[src/rtl/nrd_pkg.sv]
// rtl/nrd_pkg.sv - shared types, constants and control decode for the non-restoring division controller
// Optional feature macro: NRD_CTRL_DONE_HOLD_EN
package nrd_pkg;

   localparam int NRD_WIDTH = 16;
   localparam int NRD_CNT_W = $clog2(NRD_WIDTH);

   typedef enum logic [2:0] {
      ST_IDLE   = 3'd0,
      ST_LOAD   = 3'd1,
      ST_SHIFT  = 3'd2,
      ST_UPDATE = 3'd3,
      ST_FINISH = 3'd4,
      ST_DONE   = 3'd5
   } nrd_state_t;

   typedef struct packed {
      logic select_a;
      logic select_q;
      logic ld_a;
      logic ld_q;
      logic shift_a;
      logic shift_q;
      logic count_en;
      logic busy;
   } nrd_ctrl_t;

   // Moore decode of the datapath controls for a given state
   function automatic nrd_ctrl_t nrd_decode(input nrd_state_t st);
      nrd_ctrl_t c;
      c = '0;
      case (st)
         ST_LOAD: begin
            c.ld_a = 1'b1;
            c.ld_q = 1'b1;
            c.busy = 1'b1;
         end
         ST_SHIFT: begin
            c.shift_a = 1'b1;
            c.shift_q = 1'b1;
            c.busy    = 1'b1;
         end
         ST_UPDATE: begin
            c.select_a = 1'b1;
            c.select_q = 1'b1;
            c.ld_a     = 1'b1;
            c.ld_q     = 1'b1;
            c.count_en = 1'b1;
            c.busy     = 1'b1;
         end
         ST_FINISH: c.busy = 1'b1;
`ifdef NRD_CTRL_DONE_HOLD_EN
         // requester owns the bus again while the result is being held
         ST_DONE: c.busy = 1'b0;
`else
         ST_DONE: c.busy = 1'b1;
`endif
         default: c = '0;
      endcase
      return c;
   endfunction

endpackage

[src/rtl/nrd_iter_counter.sv]
// rtl/nrd_iter_counter.sv - iteration counter with clear, increment and last-iteration flag
module nrd_iter_counter
   import nrd_pkg::*;
#(
   parameter int WIDTH = NRD_WIDTH,
   parameter int CNT_W = $clog2(WIDTH)
) (
   input  logic i_clk,
   input  logic i_rst_n,
   input  logic i_clr,
   input  logic i_inc,
   output logic o_last
);

   logic [CNT_W-1:0] r_count;

   // count iterations; wraps naturally after the final increment
   always_ff @(posedge i_clk or negedge i_rst_n) begin
      if (!i_rst_n) begin
         r_count <= '0;
      end else if (i_clr) begin
         r_count <= '0;
      end else if (i_inc) begin
         r_count <= r_count + 1'b1;
      end
   end

   assign o_last = (r_count == CNT_W'(WIDTH - 1));

endmodule

[src/rtl/non_restoring_division_controller.sv]
// rtl/non_restoring_division_controller.sv - FSM sequencing the non-restoring division datapath (macro NRD_CTRL_DONE_HOLD_EN)
module non_restoring_division_controller
   import nrd_pkg::*;
#(
   parameter int WIDTH = NRD_WIDTH,
   parameter int CNT_W = $clog2(WIDTH)
) (
   input  logic             clk,
   input  logic             rst,
   input  logic             start,
   input  logic [WIDTH-1:0] divisor,
   output logic             select_A,
   output logic             select_Q,
   output logic             ld_A,
   output logic             ld_Q,
   output logic             shift_left_enable_a,
   output logic             shift_left_enable_q,
   output logic             count_enable,
   output logic             busy,
   output logic             done,
   output logic             div_by_zero
);

   nrd_state_t r_state;
   nrd_state_t w_next;
   nrd_ctrl_t  r_ctrl;
   logic       r_done;
   logic       r_dbz;
   logic       w_accept;
   logic       w_dbz_next;
   logic       w_last;

   nrd_iter_counter #(
      .WIDTH (WIDTH),
      .CNT_W (CNT_W)
   ) u_iter_counter (
      .i_clk   (clk),
      .i_rst_n (rst),
      .i_clr   (r_state == ST_LOAD),
      .i_inc   (r_state == ST_UPDATE),
      .o_last  (w_last)
   );

   // next-state logic; a zero divisor skips the iterations entirely
   always_comb begin
      w_next     = r_state;
      w_accept   = 1'b0;
      w_dbz_next = 1'b0;
      case (r_state)
         ST_IDLE:   w_accept = start;
         ST_LOAD:   w_next   = ST_SHIFT;
         ST_SHIFT:  w_next   = ST_UPDATE;
         ST_UPDATE: w_next   = w_last ? ST_FINISH : ST_SHIFT;
         ST_FINISH: w_next   = ST_DONE;
`ifdef NRD_CTRL_DONE_HOLD_EN
         ST_DONE:   w_accept = start;
`else
         ST_DONE:   w_next   = ST_IDLE;
`endif
         default:   w_next   = ST_IDLE;
      endcase
      if (w_accept) begin
         w_next     = (divisor == '0) ? ST_DONE : ST_LOAD;
         w_dbz_next = (divisor == '0);
      end else if (r_state == ST_DONE && w_next == ST_DONE) begin
         w_dbz_next = r_dbz;
      end
   end

   // state register with outputs registered from the decode of the next state
   always_ff @(posedge clk or negedge rst) begin
      if (!rst) begin
         r_state <= ST_IDLE;
         r_ctrl  <= '0;
         r_done  <= 1'b0;
         r_dbz   <= 1'b0;
      end else begin
         r_state <= w_next;
         r_ctrl  <= nrd_decode(w_next);
         r_done  <= (w_next == ST_DONE);
         r_dbz   <= w_dbz_next;
      end
   end

   assign select_A            = r_ctrl.select_a;
   assign select_Q            = r_ctrl.select_q;
   assign ld_A                = r_ctrl.ld_a;
   assign ld_Q                = r_ctrl.ld_q;
   assign shift_left_enable_a = r_ctrl.shift_a;
   assign shift_left_enable_q = r_ctrl.shift_q;
   assign count_enable        = r_ctrl.count_en;
   assign busy                = r_ctrl.busy;
   assign done                = r_done;
   assign div_by_zero         = r_dbz;

endmodule

[config.mk]
export PLATFORM = sky130hd
export DESIGN_NAME = non_restoring_division_controller
export DESIGN_NICKNAME = d
export VERILOG_FILES = /design/src/rtl/nrd_pkg.sv /design/src/rtl/nrd_iter_counter.sv /design/src/rtl/non_restoring_division_controller.sv
export SDC_FILE = /design/constraint.sdc
export NUM_CORES = 1
export LEC_CHECK = 0
export ABC_AREA = 1
export CORE_MARGIN = 3
export CORE_UTILIZATION = 42
export CTS_BUF_LIST = sky130_fd_sc_hd__clkbuf_4
export CTS_CLUSTER_SIZE = 20
export DETAILED_ROUTE_END_ITERATION = 8
export HOLD_SLACK_MARGIN = 0.03
export PLACE_DENSITY = 0.82
export SLEW_MARGIN = 10
export SYNTH_ARGS = -nofsm -noshare
export SYNTH_HDL_FRONTEND = slang
export SYNTH_HIERARCHICAL = 1
export SYNTH_SLANG_ARGS = --single-unit
[constraint.sdc]
create_clock -name clk -period 2.1 [get_ports clk]
set_clock_uncertainty 0.1 [all_clocks]
set_input_delay 0.42 -clock clk [delete_from_list [all_inputs] [get_ports clk]]
set_output_delay 0.42 -clock clk [all_outputs]
set_load 0.01 [all_outputs]
==> results of run 1 <==
power by group:
part | leakage (nW) | total, mW | internal, mW | switching, mW
clock network | 0.0184 | 0.162 | 0.0863 | 0.0753
registers | 0.158 | 0.435 | 0.356 | 0.0797
logic | 0.273 | 0.605 | 0.302 | 0.303
cells by family after synthesis:
logic type	after synthesis
and+or+nand+nor	46
buffers and inverters	14
DFF	13
AOI/OAI and AO/OA	7
adders and majority gates	1
state kept, by name, indices dropped and copies added, names as in the netlist:
signal                  count
div_by_zero                 1
count_enable                1
shift_left_enable_a         1
r_state                     3
done                        1
u_iter_counter/r_count      4
ld_A                        1
busy                        1
worst max-delay path by stage:
stage,cells after the start,end,startpoint
after floorplan,7,u_iter_counter/r_count[3],r_state[0]
after global placement,7,ld_A,divisor[5]
after detailed placement,7,ld_A,divisor[1]
after CTS,1,select_A,count_enable
after global routing,1,select_A,count_enable
final,1,select_A,count_enable
layout by cell type (no fill, tap or decap), types with 2 or more instances in the layout:
cell type	synthesis	routed
sky130_fd_sc_hd__nand2_1	16	16
sky130_fd_sc_hd__nand3_1	4	4
sky130_fd_sc_hd__a21oi_1	3	3
sky130_fd_sc_hd__nor3_1	4	4
sky130_fd_sc_hd__inv_1	8	8
sky130_fd_sc_hd__nor2_1	16	16
sky130_fd_sc_hd__inv_2	2	2
sky130_fd_sc_hd__clkdlybuf4s50_1	0	28
sky130_fd_sc_hd__nor2_2	3	3
sky130_fd_sc_hd__clkbuf_4	0	4
sky130_fd_sc_hd__dfrtp_1	13	13
metrics by stage:
stage | total power [mW] | hold slack (ps) | utilization, % | worst slack (ps)
global route | 1.31 | 455 | 69.4 | 354
CTS | 1.21 | 413 | 69.4 | 386
finish | 1.20 | 399 | 69.4 | 409
detailed placement | 1.05 | 397 | 67.2 | 501
global placement | 1.02 | 386 | 67.2 | 533
floorplan | 0.820 | 24.4 | - | 644
per-layer routing:
metal / up-vias / global-route usage [%] / routed length (um)
met3: 4 / 2.37 / 65
met4: 0 / 8.77 / 29
met2: 22 / 24.8 / 664
met5: - / 0 / 0
li1: 312 / - / -
met1: 277 / 17.0 / 519
area by class of cell:
cell class | instances | area (um2)
fill | 111 | 423
sequential | 13 | 325
timing repair buffer | 29 | 288
multi-input combinational | 54 | 260
inverter | 10 | 37.5
clock buffer | 4 | 30.0
tap | 15 | 18.8
==> metrics.log, run 1 <==
[metrics] global-route usage over all layers: approximately 15%
[metrics] most numerous cell types in the synthesized netlist: 16 x sky130_fd_sc_hd__nand2_1, 16 x sky130_fd_sc_hd__nor2_1, 13 x sky130_fd_sc_hd__dfrtp_1, 8 x sky130_fd_sc_hd__inv_1
[metrics] synthesized area divided by synthesized cell count: 8.06 um2
[metrics] Synth Register Bits: 13
[metrics] first drt pass iteration count: 4
[metrics] compound-gate portion of the synthesized area: 6.90%
[metrics] I/O pins: 29
[metrics] post-synth top area share: 49.8%
[metrics] buffer levels on the longest clock path: 2
[metrics] CP arrival: 1170 ps
[metrics] min-delay worst type: in -> async
[metrics] initial DRC count: 11
[metrics] fraction of synthesis flops using an asynchronous set or reset pin: between 90% and 100%
[metrics] remaining number of nets flagged by the antenna check after routing: 0
[metrics] total gr overflow: 0
[metrics] area delta synth->final: 46.9%
[metrics] maximum capacitance violations: 0
[metrics] die height: ~45 um
[metrics] Placed Instance Area: between 900 and 1000 um2
[metrics] endpoint kind of the worst setup timing path: primary output
[metrics] CTS tree: done
[metrics] wire length per cell: 10.2 um
[metrics] worst skew pair latency: between 200 and 300 ps
[metrics] Cell Chain, Critical Path: clkdlybuf4s50_1
[metrics] Hold Buf Count CTS: 0
[metrics] number of cell rows: 13
[metrics] core footprint: roughly 1400 um2
[metrics] multiplexer share of the synthesized area: 0%
[metrics] net count reported at finish: 131
[metrics] start-to-end type of the worst setup path: reg -> out
[metrics] Worst-path clk slew: around 80 ps
[metrics] Port-buffer cells: 28
[metrics] antenna fix cells: 0
[metrics] maximum resistive drop on vdd: between 0.0007 and 0.0008 V
[metrics] endpoint of the most critical register-to-register path: ld_A
[metrics] number of antenna violations at the first check in global routing: 0
[metrics] effective utilization at floorplan: 47.2%
[metrics] status: complete, no violations
[metrics] unrepaired setup endpoints after global routing: false
[metrics] arithmetic-cell share of the synthesized area counting full adders, half adders and majority gates: under 10%
[metrics] critical register-to-register path startpoint: u_iter_counter/r_count[0]
[metrics] number of global-route vias before repair: 544
[metrics] final hold violation count: 0
[metrics] setup bufs post-CTS: 0
[metrics] routability congestion estimate: 0.737
[metrics] largest stage delay on the critical path: ~550 ps
[metrics] maximum fanout count along the critical path: 3
[metrics] number of placed instances with taps included: between 100 and 150
[metrics] R2R Setup Slk: approximately 640 ps
[metrics] number of max-slew violations in the final report: 0
[metrics] design area: 960 um2
[metrics] simple-gate area share of the yosys netlist: between 30% and 40%
[metrics] CTS H-Tree Depth: 1
[metrics] Yosys cell types: 18
[metrics] post-layout min period: around 1700 ps
[metrics] share of the synthesized netlist area taken by xor and xnor gates: 0%
[metrics] post-route fraction of the period consumed by the critical path: approximately four fifths
[metrics] CP Launch Type: flop
[metrics] kind of cell adding the most delay to the critical path: buffers and inverters
[metrics] DRC Markers: 0
[metrics] main combinational cell family by area after synthesis: simple AND/OR/NAND/NOR gates
[metrics] pin count of the biggest net entering global routing: 14
[metrics] vias: between 600 and 700
[metrics] Inserted Clock Buffers: 3
[metrics] proportion of layout cells with a drive suffix above 1: roughly an eighth
[metrics] EDFF count, synth: 0
[metrics] cell with the largest stage delay on the worst path: sky130_fd_sc_hd__clkdlybuf4s50_1
[metrics] Worst Path Buf+Inv: 1
[metrics] Seq/Total Area, Yosys: about half
[metrics] total wire length: about 1300 um
[metrics] routed vias/inst: approximately 4.9
[metrics] cell type contributing the most total cell area after synthesis: sky130_fd_sc_hd__dfrtp_1
[metrics] die area: roughly 2100 um2
[metrics] buffer cell driving the clock tree root: sky130_fd_sc_hd__clkbuf_4
[metrics] Top FF cell, synth: sky130_fd_sc_hd__dfrtp_1
[metrics] worst slew margin relative to its limit: a little over three fifths
[metrics] maximum frequency from static timing analysis: roughly 590 MHz
[metrics] total negative slack: 0 ps
[metrics] first-pass GRT wire length: ~2200 um
[metrics] Clock Sinks: 13
[metrics] Yosys warning total: 6
[metrics] Syn Inst Count: 81
[metrics] worst r2r path cells: 8
[metrics] top cells by area in the synthesized netlist: sky130_fd_sc_hd__dfrtp_1 50%, sky130_fd_sc_hd__nand2_1 9.2%, sky130_fd_sc_hd__nor2_1 9.2%
[metrics] Resized Gates After CTS: 0
[metrics] die width: between 40 and 50 um
[metrics] synthesized cell area: 653 um2
[metrics] leakage component of the power: ~0.45 nW
[metrics] Worst Max-Slew Pin Slew: 553 ps
[metrics] number of nets in the synthesized netlist: roughly 100
[metrics] cell area power density: 1250 nW/um2
[metrics] number of failing setup endpoints in the final timing report: 0
[metrics] HPWL after detailed placement: between 1000 and 1500 um
[metrics] required time worst endpoint: about 1600 ps
[metrics] number of non-filler instances in the completed layout: between 100 and 150
(Power assumes the default switching activity.)
==> run 2: changes to the inputs <==
==> constraint.sdc (replaced) <==
create_clock -name clk -period 1.7 [get_ports clk]
set_clock_uncertainty 0.1 [all_clocks]
set_input_delay 0.34 -clock clk [delete_from_list [all_inputs] [get_ports clk]]
set_output_delay 0.34 -clock clk [all_outputs]
set_load 0.01 [all_outputs]
==> run 2 against run 1 <==
Effect of this change: flip-flop and latch count is the same; non-clock buffer count grew 1; sequential power grew 23%; critical endpoint unchanged.
==> metrics.log, run 2 (same netlist as run 1, synthesis figures left out) <==
[metrics] status: complete, no violations
[metrics] area delta synth->final: 48.1%
[metrics] CP Launch Type: flop
[metrics] effective utilization at floorplan: between 40% and 50%
[metrics] Cell Chain, Critical Path: clkdlybuf4s50_1
[metrics] post-route fraction of the period consumed by the critical path: 95.4%
[metrics] top register by number of flip-flops: u_iter_counter/r_count
[metrics] number of max-slew violations in the final report: 0
[metrics] Port-buffer cells: 28
[metrics] first drt pass iteration count: 4
[metrics] DRC Markers: 0
[metrics] CP arrival: around 1200 ps
[metrics] routability congestion estimate: ~0.71
[metrics] pin count of the biggest net entering global routing: 14
[metrics] total negative slack: 0 ps
[metrics] unrepaired setup endpoints after global routing: false
[metrics] number of logic stages on the critical path including buffering: 1
[metrics] post-layout min period: between 1500 and 2000 ps
[metrics] commonest cells after routing, fill and taps aside: 28 x sky130_fd_sc_hd__clkdlybuf4s50_1, 16 x sky130_fd_sc_hd__nand2_1, 16 x sky130_fd_sc_hd__nor2_1
[metrics] core footprint: 1380 um2
[metrics] Worst Path Buf+Inv: 1
[metrics] worst skew pair latency: around 270 ps
[metrics] maximum fanout count along the critical path: 3
[metrics] initial DRC count: 24
[metrics] number of global-route vias before repair: roughly 580
[metrics] first-pass GRT wire length: between 2000 and 2500 um
[metrics] Regs by FF count: u_iter_counter/r_count x4, r_state x3
[metrics] final hold violation count: 0
[metrics] CTS tree: done
[metrics] vias: between 600 and 700
[metrics] die width: roughly 45 um
[metrics] buffer cell driving the clock tree root: sky130_fd_sc_hd__clkbuf_4
[metrics] max reg flops: 4
[metrics] maximum frequency from static timing analysis: 617 MHz
[metrics] leakage component of the power: 0.454 nW
[metrics] cell with the largest stage delay on the worst path: sky130_fd_sc_hd__clkdlybuf4s50_1
[metrics] HPWL after detailed placement: 1080 um
[metrics] number of non-filler instances in the completed layout: 126
[metrics] global-route usage over all layers: 15.1%
[metrics] number of failing setup endpoints in the final timing report: 0
[metrics] die area: roughly 2100 um2
[metrics] wire length per cell: between 10 and 15 um
[metrics] maximum resistive drop on vdd: about 0.00072 V
[metrics] buffer levels on the longest clock path: 2
[metrics] Hold Buf Count CTS: 0
[metrics] Worst-path clk slew: 80 ps
[metrics] worst r2r path cells: 6
[metrics] Clock Sinks: 13
[metrics] Resized Gates After CTS: 0
[metrics] CTS H-Tree Depth: 1
[metrics] kind of cell adding the most delay to the critical path: buffers and inverters
[metrics] antenna fix cells: 0
[metrics] most common cell after layout, fill and taps aside: sky130_fd_sc_hd__clkdlybuf4s50_1
[metrics] die height: roughly 45 um
[metrics] net count reported at finish: ~130
[metrics] start-to-end type of the worst setup path: reg -> out
[metrics] number of placed instances with taps included: roughly 120
[metrics] proportion of layout cells with a drive suffix above 1: between 10 and 15%
[metrics] I/O pins: 29
[metrics] largest stage delay on the critical path: roughly 540 ps
[metrics] routed vias/inst: slightly below 5
[metrics] number of antenna violations at the first check in global routing: 0
[metrics] cell area power density: 1540 nW/um2
[metrics] number of cell rows: 13
[metrics] remaining number of nets flagged by the antenna check after routing: 0
[metrics] worst setup slack after layout: about 79 ps
[metrics] Inserted Clock Buffers: 3
[metrics] maximum capacitance violations: 0
[metrics] total gr overflow: 0
[metrics] setup slack after placement: 142 ps
[metrics] worst hold slack: between 200 and 300 ps
[metrics] total wire length: 1320 um
[metrics] worst slew margin relative to its limit: between 70% and 80%
[metrics] Worst Max-Slew Pin Slew: about 390 ps
[metrics] endpoint kind of the worst setup timing path: primary output
[metrics] setup bufs post-CTS: 0
[metrics] required time worst endpoint: 1260 ps
[metrics] min-delay worst type: in -> async
run 2: cell count changes in the layout (fill, tap and decap cells not counted):
cell,previous run,this run
sky130_fd_sc_hd__buf_4,1,2
run 2: layer usage:
metal | wire (um) | track usage, %
met5 | 0 | 0
met1 | 558 | 16.9
met2 | 651 | 25.1
met3 | 76 | 3.95
met4 | 29 | 9.36
run 2: through the flow:
| stage | instance area [um2] | util, % | power (mW) |
|---|---|---|---|
| floorplan | 653 | - | 1.01 |
| global placement | 937 | 67.8 | 1.27 |
| detailed placement | 937 | 67.8 | 1.29 |
| CTS | 967 | 70.0 | 1.50 |
| global route | 967 | 70.0 | 1.61 |
| finish | 967 | 70.0 | 1.49 |
run 2: path summary, 6_finish.rpt:
| kind | from | to | slack, ps |
|---|---|---|---|
| max | count_enable | select_A | 80 |
| min | rst | u_iter_counter/r_count[0] | 270 |
| max reg2reg | r_state[2] | u_iter_counter/r_count[3] | 260 |
| min reg2reg | u_iter_counter/r_count[1] | u_iter_counter/r_count[1] | 420 |
| max in group asynchronous | rst | div_by_zero | 1070 |
| min in group clk | u_iter_counter/r_count[1] | u_iter_counter/r_count[1] | 420 |
run 2: final cells by class:
| cell class | count | area, um2 |
|---|---|---|
| timing repair buffer | 30 | 295 |
| fill | 106 | 415 |
| sequential | 13 | 325 |
| clock buffer | 4 | 30.0 |
| multi-input combinational | 54 | 260 |
| inverter | 10 | 37.5 |
| tap | 15 | 18.8 |
run 2: power by group:
part	internal (mW)	switching, mW	total [mW]
clock network	0.107	0.0986	0.205
registers	0.439	0.0953	0.534
logic	0.373	0.380	0.753
